File: config.mk
export PLATFORM = sky130hd
export DESIGN_NAME = frame_disassembly
export DESIGN_NICKNAME = d
export VERILOG_FILES = /design/src/rtl/frame_disassembly.sv
export SDC_FILE = /design/constraint.sdc
export NUM_CORES = 1
export LEC_CHECK = 0
export CELL_PAD_IN_SITES_DETAIL_PLACEMENT = 0
export CELL_PAD_IN_SITES_GLOBAL_PLACEMENT = 1
export CORE_ASPECT_RATIO = 0.6
export CORE_MARGIN = 2
export CORE_UTILIZATION = 55
export DETAILED_ROUTE_END_ITERATION = 8
export DONT_BUFFER_PORTS = 1
export PLACE_DENSITY = 0.88
export SYNTH_ARGS = -nofsm -noshare
export SYNTH_HDL_FRONTEND = slang
export SYNTH_SLANG_ARGS = --single-unit
File: constraint.sdc
create_clock -name clk_in -period 5.42 [get_ports clk_in]
set_input_delay 0.813 -clock clk_in [delete_from_list [all_inputs] [get_ports clk_in]]
set_output_delay 0.813 -clock clk_in [all_outputs]
set_load 0.03 [all_outputs]
File: src/rtl/frame_disassembly.sv
// rtl/frame_disassembly.sv - biphase-mark frame receiver: sync/parity check, payload bytes to audio FIFO
//
// Optional feature macro: FRAME_STATS_EN (adds good_count / bad_count outputs).
//
// Ports:
//   clk_in        system clock
//   rst_n_in      asynchronous active-low reset (assert async, release synchronised)
//   line_in       raw optical receiver output, asynchronous to clk_in
//   fifo_full_in  downstream FIFO full
//   dout          payload byte
//   dout_valid    one-cycle write strobe per byte
//   frame_done    one-cycle pulse after the last byte of a good frame
//   frame_err     one-cycle pulse on sync/timing/parity error
//   overflow      sticky, a byte was dropped because the FIFO was full
//   locked        high between a valid sync and the next error/idle
//   good_count    (FRAME_STATS_EN) wrapping count of frame_done pulses
//   bad_count     (FRAME_STATS_EN) wrapping count of frame_err pulses
module frame_disassembly #(
    parameter int BIT_CYCLES  = 16,
    parameter int FRAME_BYTES = 4,
    parameter int IDLE_BITS   = 3
) (
    input  logic        clk_in,
    input  logic        rst_n_in,
    input  logic        line_in,
    input  logic        fifo_full_in,
    output logic [7:0]  dout,
    output logic        dout_valid,
    output logic        frame_done,
    output logic        frame_err,
    output logic        overflow,
    output logic        locked
`ifdef FRAME_STATS_EN
    ,
    output logic [15:0] good_count,
    output logic [15:0] bad_count
`endif
);

    localparam int SAT   = IDLE_BITS * BIT_CYCLES;
    localparam int CW    = $clog2(SAT + 1);
    localparam int DW    = 8 * FRAME_BYTES;
    localparam int NBITS = DW + 1;
    localparam int BW    = $clog2(NBITS + 1);
    localparam int IW    = (FRAME_BYTES > 1) ? $clog2(FRAME_BYTES) : 1;

    localparam logic [CW-1:0] T_SHORT  = CW'(BIT_CYCLES / 4);
    localparam logic [CW-1:0] T_LONG   = CW'((3 * BIT_CYCLES) / 4);
    localparam logic [CW-1:0] T_SYNC   = CW'((5 * BIT_CYCLES) / 4);
    localparam logic [CW-1:0] T_BAD    = CW'((7 * BIT_CYCLES) / 4);
    localparam logic [CW-1:0] CNT_MAX  = CW'(SAT);
    localparam logic [CW-1:0] CNT_PRE  = CW'(SAT - 1);
    localparam logic [BW-1:0] LAST_BIT = BW'(NBITS - 1);
    localparam logic [IW-1:0] LAST_BYTE = IW'(FRAME_BYTES - 1);

    typedef enum logic [1:0] {HUNT, DATA, CHECK, EMIT} state_t;
    typedef enum logic [1:0] {C_SHORT, C_LONG, C_SYNC, C_BAD} cls_t;

    state_t          state, state_nxt;
    cls_t            cls;
    logic            rst_meta, rst_sync;
    logic            s1, s2, s3;
    logic            edge_det, sat_hit;
    logic [CW-1:0]   cnt;
    logic [BW-1:0]   bit_cnt;
    logic [DW-1:0]   shreg;
    logic            par_acc;
    logic            half;
    logic [7:0]      out_buf [FRAME_BYTES];
    logic [IW-1:0]   byte_idx;

    logic            locked_nxt, err_nxt, done_nxt;
    logic            frame_clr, half_set, bit_push, bit_val, buf_load, drop;

    // Reset release is re-timed to clk_in; assertion still clears everything at once.
    always_ff @(posedge clk_in or negedge rst_n_in) begin
        if (!rst_n_in) begin
            rst_meta <= 1'b0;
            rst_sync <= 1'b0;
        end else begin
            rst_meta <= 1'b1;
            rst_sync <= rst_meta;
        end
    end

    // Two-flop synchroniser plus one delay flop for edge detection.
    always_ff @(posedge clk_in or negedge rst_sync) begin
        if (!rst_sync) begin
            s1 <= 1'b0;
            s2 <= 1'b0;
            s3 <= 1'b0;
        end else begin
            s1 <= line_in;
            s2 <= s1;
            s3 <= s2;
        end
    end

    assign edge_det = s2 ^ s3;
    // One-shot: fires only on the step into saturation, not while parked there.
    assign sat_hit  = !edge_det && (cnt == CNT_PRE);

    always_ff @(posedge clk_in or negedge rst_sync) begin
        if (!rst_sync) begin
            cnt <= '0;
        end else if (edge_det) begin
            cnt <= '0;
        end else if (cnt != CNT_MAX) begin
            cnt <= cnt + CW'(1);
        end
    end

    always_comb begin
        cls = C_BAD;
        if (cnt >= T_SHORT && cnt < T_LONG) begin
            cls = C_SHORT;
        end else if (cnt >= T_LONG && cnt < T_SYNC) begin
            cls = C_LONG;
        end else if (cnt >= T_SYNC && cnt < T_BAD) begin
            cls = C_SYNC;
        end
    end

    always_ff @(posedge clk_in or negedge rst_sync) begin
        if (!rst_sync) begin
            state <= HUNT;
        end else begin
            state <= state_nxt;
        end
    end

    always_comb begin
        state_nxt  = state;
        locked_nxt = locked;
        err_nxt    = 1'b0;
        done_nxt   = 1'b0;
        frame_clr  = 1'b0;
        half_set   = 1'b0;
        bit_push   = 1'b0;
        bit_val    = 1'b0;
        buf_load   = 1'b0;
        drop       = 1'b0;
        dout_valid = 1'b0;
        dout       = 8'h00;
        case (state)
            HUNT: begin
                if (edge_det && cls == C_SYNC) begin
                    state_nxt  = DATA;
                    frame_clr  = 1'b1;
                    locked_nxt = 1'b1;
                end
            end
            DATA: begin
                if (sat_hit) begin
                    err_nxt    = 1'b1;
                    locked_nxt = 1'b0;
                    state_nxt  = HUNT;
                end else if (edge_det) begin
                    if (cls == C_SYNC) begin
                        // Abandon the partial frame but resync on this marker.
                        err_nxt   = 1'b1;
                        frame_clr = 1'b1;
                    end else if (cls == C_BAD || (half && cls != C_SHORT)) begin
                        err_nxt    = 1'b1;
                        locked_nxt = 1'b0;
                        state_nxt  = HUNT;
                    end else if (cls == C_LONG) begin
                        bit_push = 1'b1;
                        bit_val  = 1'b0;
                    end else if (half) begin
                        bit_push = 1'b1;
                        bit_val  = 1'b1;
                    end else begin
                        half_set = 1'b1;
                    end
                    if (bit_push && bit_cnt == LAST_BIT) begin
                        state_nxt = CHECK;
                    end
                end
            end
            CHECK: begin
                if (par_acc) begin
                    err_nxt   = 1'b1;
                    state_nxt = HUNT;
                end else begin
                    buf_load  = 1'b1;
                    state_nxt = EMIT;
                end
            end
            EMIT: begin
                dout = out_buf[byte_idx];
                if (fifo_full_in) begin
                    drop = 1'b1;
                end else begin
                    dout_valid = 1'b1;
                end
                if (byte_idx == LAST_BYTE) begin
                    done_nxt  = 1'b1;
                    state_nxt = HUNT;
                end
            end
            default: state_nxt = HUNT;
        endcase
        // Idle line outside DATA: just drop lock (DATA handled above with an error).
        if (sat_hit && state != DATA) begin
            locked_nxt = 1'b0;
            state_nxt  = HUNT;
        end
    end

    always_ff @(posedge clk_in or negedge rst_sync) begin
        if (!rst_sync) begin
            locked     <= 1'b0;
            frame_err  <= 1'b0;
            frame_done <= 1'b0;
            overflow   <= 1'b0;
            bit_cnt    <= '0;
            shreg      <= '0;
            par_acc    <= 1'b0;
            half       <= 1'b0;
            byte_idx   <= '0;
            for (int i = 0; i < FRAME_BYTES; i++) begin
                out_buf[i] <= 8'h00;
            end
        end else begin
            locked     <= locked_nxt;
            frame_err  <= err_nxt;
            frame_done <= done_nxt;
            if (drop) begin
                overflow <= 1'b1;
            end
            if (frame_clr) begin
                bit_cnt <= '0;
                par_acc <= 1'b0;
                half    <= 1'b0;
            end else if (bit_push) begin
                // The final bit is parity only; it feeds the accumulator, not the payload.
                if (bit_cnt != LAST_BIT) begin
                    shreg <= {shreg[DW-2:0], bit_val};
                end
                par_acc <= par_acc ^ bit_val;
                bit_cnt <= bit_cnt + BW'(1);
                half    <= 1'b0;
            end else if (half_set) begin
                half <= 1'b1;
            end
            if (buf_load) begin
                for (int i = 0; i < FRAME_BYTES; i++) begin
                    out_buf[i] <= shreg[8*(FRAME_BYTES-1-i) +: 8];
                end
                byte_idx <= '0;
            end else if (state == EMIT) begin
                byte_idx <= byte_idx + IW'(1);
            end
        end
    end

`ifdef FRAME_STATS_EN
    always_ff @(posedge clk_in or negedge rst_sync) begin
        if (!rst_sync) begin
            good_count <= 16'h0000;
            bad_count  <= 16'h0000;
        end else begin
            if (frame_done) begin
                good_count <= good_count + 16'h0001;
            end
            if (frame_err) begin
                bad_count <= bad_count + 16'h0001;
            end
        end
    end
`endif

endmodule

* Word-level counts from Yosys, hierarchy flattened
Cells that the tools add are included.
** Storage, ports and cells
- Memory bits (read-only) :: 0
- Latch bits :: 0
- Output and inout bits :: 13
- Memories :: 0
- Bits in writable memories :: 0
- Bits in registers :: 91
- Input port bits :: 4
** Cells by class
- Magnitude comparators :: 7
- Add/sub/neg operators :: 3
- Multiplexer cells :: 77
- Shifts and indexed selects :: 0
- Equal/unequal tests :: 19
- Bitwise operators :: 4
- Multipliers :: 0
- Reductions and logical operators :: 20
- Divide/modulo/power cells :: 0
** Operators by type and width (count)
- 1-bit 2-to-1 mux :: 52
- 2-bit 2-to-1 mux :: 13
- 6-bit 2-to-1 mux :: 4
- 8-bit 2-to-1 mux :: 3
- 8-bit binary-select mux with 2-bit select :: 1
- 6-bit by 1-bit adder with 6-bit output, second input constant :: 2
- 6-bit equality test, second input constant :: 2
- 6-bit by 5-bit < comparator with 1-bit output, second input constant :: 2
- 4-bit != test, second input constant :: 3
- 6-bit != test, second input constant :: 2
- 2-bit equality test, second input constant :: 5
- 5-bit != test, second input constant :: 2
- 5-bit AND reduction :: 2
- 1-bit logical AND :: 8
- 2-bit case mux with 4 select lines :: 1
- 2-bit nonzero test :: 4
- 6-bit by 3-bit >= comparator with 1-bit output, second input constant :: 1
- 6-bit by 4-bit >= comparator with 1-bit output, second input constant :: 1
- 6-bit by 5-bit >= comparator with 1-bit output, second input constant :: 1
- 6-bit by 4-bit < comparator with 1-bit output, second input constant :: 1
- 3-bit != test, second input constant :: 2
- 1-bit case mux with 2 select lines :: 3
- 3-bit nonzero test :: 2
- 2-bit by 1-bit equality test with 1-bit output, second input constant :: 2
- 10 further kinds :: 11

* Logic depth before layout (Yosys ltp)
- Word-level depth :: 19
- Mapped depth :: 10

* Worst setup path before layout
No wires, ideal clock.
- Kind :: reg2out
- Start point :: reg byte_idx[0]
- End point :: out dout[0]
- Stages on the path, launching flop included :: 4
- Data required time :: 4607 ps
- Data arrival time :: 1611 ps
- Setup slack :: 2996 ps
- Buffers on the path :: 1
- Cell sequence :: dfrtp_1 > clkbuf_1 > mux4_2 > and2_1
** Between the ends
- Cells in the longest elaborated chain, start to end :: 5
** RTL lines
- start, declared :: line 70 : logic [IW-1:0] byte_idx;
- start signal, assigned :: line 253 : byte_idx <= byte_idx + IW'(1);
- 2-bit inverter with 3-bit output (implied by the code) :: line 191 : dout = out_buf[byte_idx];
- 8-bit binary-select mux with 2-bit select :: line 191
- 8-bit 2-to-1 mux (implied by the code) (2 in a row) :: line 191
- 8-bit 2-to-1 mux :: line 145 : case (state)
- end, declared :: line 27 : output logic [7:0] dout,
Every way passes these cells. The select of a mux whose other input is x is not followed.

* Final worst setup path
Same ends and word-level chain as after synthesis.

==> results.yml <==
outcome:
  run_status: "finished, final reports clean"
worst_setup_path:
  timing.critical_path.from_type: "flop"
  maximum_cell_stage_delay_along_the_critical_path_ns: 0.75
  slowest_stage: "sky130_fd_sc_hd__dfrtp_1"
  cp_cell_sequence: "mux4_2 -> and2_1"
  timing_worst_setup_path_type: "reg2out"
  regToRegStartpoint: "state[1]$_DFFE_PN0P_"
  critical_path.max_fanout: 10
  critical_path_required_ns: 4.61
  crit_path_end_kind: "primary output"
  critPathArrivalTime_ns: 1.95
  critical_path.startpoint: "byte_idx[0]$_DFFE_PN0P_"
power:
  p_sw_mw: 0.383
  seqPwrFrac_pct: 47.3
  worst_ir_drop_vdd_mv: 0.237
  comb_power_share_pct: 10.8
  internal_power_component_mw: 1.18
  clkPwrFrac_pct: 41.9
  total_leakage_power_nw: 2.13
  pwr_density_cell_nw_per_um2: 341
  netSwitchingFraction_pct: 24.4
synthesis:
  async_flop_share_pct: 100
  yosys_warn_count: 0
  post_synth_instance_area_um2: 4210
  synth_seq_area_share_pct: 54.2
  mappedNetlistNets: 330
  post_synthesis_cell_type_count: 56
  yosysTopAreaCellShare_pct: 54.2
  synth_edf_count: 0
  postSynthRegisterBits: 91
  number_of_instances_in_the_synthesized_netlist: 316
  ys_top_cells_by_area: "sky130_fd_sc_hd__dfrtp_1 (54%), sky130_fd_sc_hd__mux2_2 (17%), sky130_fd_sc_hd__mux4_2 (4.3%)"
  yosys_most_used_dff: "sky130_fd_sc_hd__dfrtp_1"
  synth_area_leader_cell: "sky130_fd_sc_hd__dfrtp_1"
  syn-mean-instance-area_um2: 13.3
timing:
  hold_ws_ns: 0.0874
  number_of_hold_slack_violations_in_the_final_timing_report: 0
  max-slew-margin-rel_pct: 29.8
  maxClockFrequency_mhz: 362
  timing.final.setup_violations: 0
  tightestPinTransition_ns: 1.05
  timing.final.crit_share_pct: 51.0
  final-max-slew-violation-count: 0
  finalCriticalPeriod_ns: 2.77
  worst_clock_skew_ns: 0.00510
  setup_tns_ns: 0
  rsz0062_at_grt: "no"
global_routing:
  grt_overflow: 0
  global_route_wire_length_before_repair_um: 12600
  antenna_violations_before_repair: 0
  grt_start_max_net_pins: 88
  gr-usage-all-layers_pct: 20.5
  vias_in_the_first_global_route: 2398
floorplan:
  floorplan.initialDensity_pct: 57.4
  io_pins: 17
  core_um2: 7330
  die_height_um: 71.7
  std_cell_rows: 24
  die_width_um: 117
  fp.dieArea_um2: 8380
cts:
  insertion_delay_ns: 0.34
  clockRootBuffer: "sky130_fd_sc_hd__clkbuf_16"
  clock_sinks: 91
  cts.path.max_buffers: 2
  cts_setup_buffers: 0
  cts.htree.levels: 3
  hold_bufs_at_cts: 0
  cts_resized: 0
  cts_tree: "done"
  clkSlewWorstSetupHoldPaths_ns: 0.06
  cts_made_buffers: 9
route:
  ant_nets: 0
  drt_iter0_drc: 155
  routed_wire_per_std_cell_um: 17.8
  drt-total-wl_um: 7460
  detail_route.drc_violations: 0
  drt_pre_antenna_iters: 4
  avgViaCountPerCell: 5.66
  route.vias.total: 2376
final_layout:
  antennaDiodeCount: 0
  area_growth_pct: 9.07
  finish.net_count: 326
  drive_gt1_share_pct: 31.3
placement:
  routability_congestion_estimate: 0.753
  io_buffer_count: 0
  place_hpwl_um: 4990
job:
  timing.max_cap.violations: 0
worst_hold_path:
  holdCritPathClass: "reg2async"
cell families after synthesis:
kind of cell             synth area share, %
flip-flops                              54.2
multiplexers                            22.2
AND/OR/NAND/NOR                         9.25
AO/OA/AOI/OAI                           5.36
buffers and inverters                   2.89
XOR/XNOR                                3.09
adder cells (fa/ha/maj)                 2.98
other                                 0.0892
through the flow:
stage / area, µm² / std cells / power [mW] / worst slack, ns / util, %
floorplan: 4210 / 316 / 0.884 / 2.70 / -
global placement: 4270 / 405 / 0.917 / 2.86 / 58.3
detailed placement: 4270 / 405 / 0.921 / 2.78 / 58.3
CTS: 4590 / 420 / 1.58 / 2.59 / 62.6
global route: 4590 / 420 / 1.64 / 2.54 / 62.6
finish: 4590 / 420 / 1.56 / 2.65 / 62.6
sequential cells by signal (all words and copies together), names as in the netlist, 2 cells and up:
name and count:
bit_cnt 6, byte_idx 2, cnt 6, out_buf 32, shreg 32, state 2
power by group through the flow:
| stage | clock (mW) | combinational, mW | sequential [mW] |
|---|---|---|---|
| 2_1_floorplan | 0 | 0.133 | 0.751 |
| 3_3_place_gp | 0 | 0.163 | 0.754 |
| 3_5_place_dp | 0 | 0.166 | 0.754 |
| 4_1_cts | 0.671 | 0.168 | 0.742 |
| 5_1_grt | 0.707 | 0.191 | 0.745 |
| 6_report | 0.656 | 0.169 | 0.741 |
path summary, 6_finish.rpt:
kind	endpoint	slack, ns	cells after the start
worst max-delay path	dout[0]	2.65	2
worst min-delay path	s1$_DFF_PN0_	0.09	0
worst max register to register	shreg[6]$_DFFE_PN0P_	2.74	8
worst min register to register	s1$_DFF_PN0_	0.09	0
max in group asynchronous	out_buf[30]$_DFFE_PN0P_	4.12	1
min in group clk_in	s2$_DFF_PN0_	0.36	0
worst max-delay path, delay by kind of cell, from the launching register on:
kind | cells | cell delay [ns]
and+or+nand+nor | 1 | 0.28
DFF | 1 | 0.75
muxes | 1 | 0.59
metal layers:
metal  routed length, µm  share of wire [%]  vias to the layer above  global-route usage [%]
met4                  68               0.91                        0                    6.27
met5                   0                  0                        -                       0
met2                3100                 42                       51                    26.5
met1                3920                 52                     1207                    32.4
met3                 374                5.0                        6                    6.85
li1                    -                  -                     1112                       -
Yosys cell counts, drive strengths merged (3+ instances only):
cell type / number
a21oi: 4
a2bb2oi: 3
and2: 10
buf: 9
clkbuf: 8
dfrtp: 91
ha: 10
inv: 8
mux2: 66
mux4: 8
nand2: 10
nand3: 6
nor2: 21
nor2b: 6
nor3: 6
o21ai: 3
xnor2: 9
xor2: 5
cell type report:
class	count	area (µm²)
clock buffers	10	239
clock inverters	5	77.6
fillers	543	2740
inverters	8	30.0
multi-input cells	200	1810
flip-flops and latches	91	2280
well taps	104	130
repair buffers	2	15.0
placed cells by master, fill, tap and decap left out, types with 5 or more instances in the layout:
cell                        instances
sky130_fd_sc_hd__xnor2_1            9
sky130_fd_sc_hd__nor2_1            20
sky130_fd_sc_hd__nand2_1           10
sky130_fd_sc_hd__dfrtp_1           90
sky130_fd_sc_hd__inv_1              8
sky130_fd_sc_hd__nor3_1             6
sky130_fd_sc_hd__mux2_2            64
sky130_fd_sc_hd__ha_1              10
sky130_fd_sc_hd__clkbuf_16          9
sky130_fd_sc_hd__nor2b_1            5
sky130_fd_sc_hd__and2_1            10
sky130_fd_sc_hd__mux4_2             8
sky130_fd_sc_hd__nand3_1            5
Note: power is estimated with default switching activity, not from simulation.
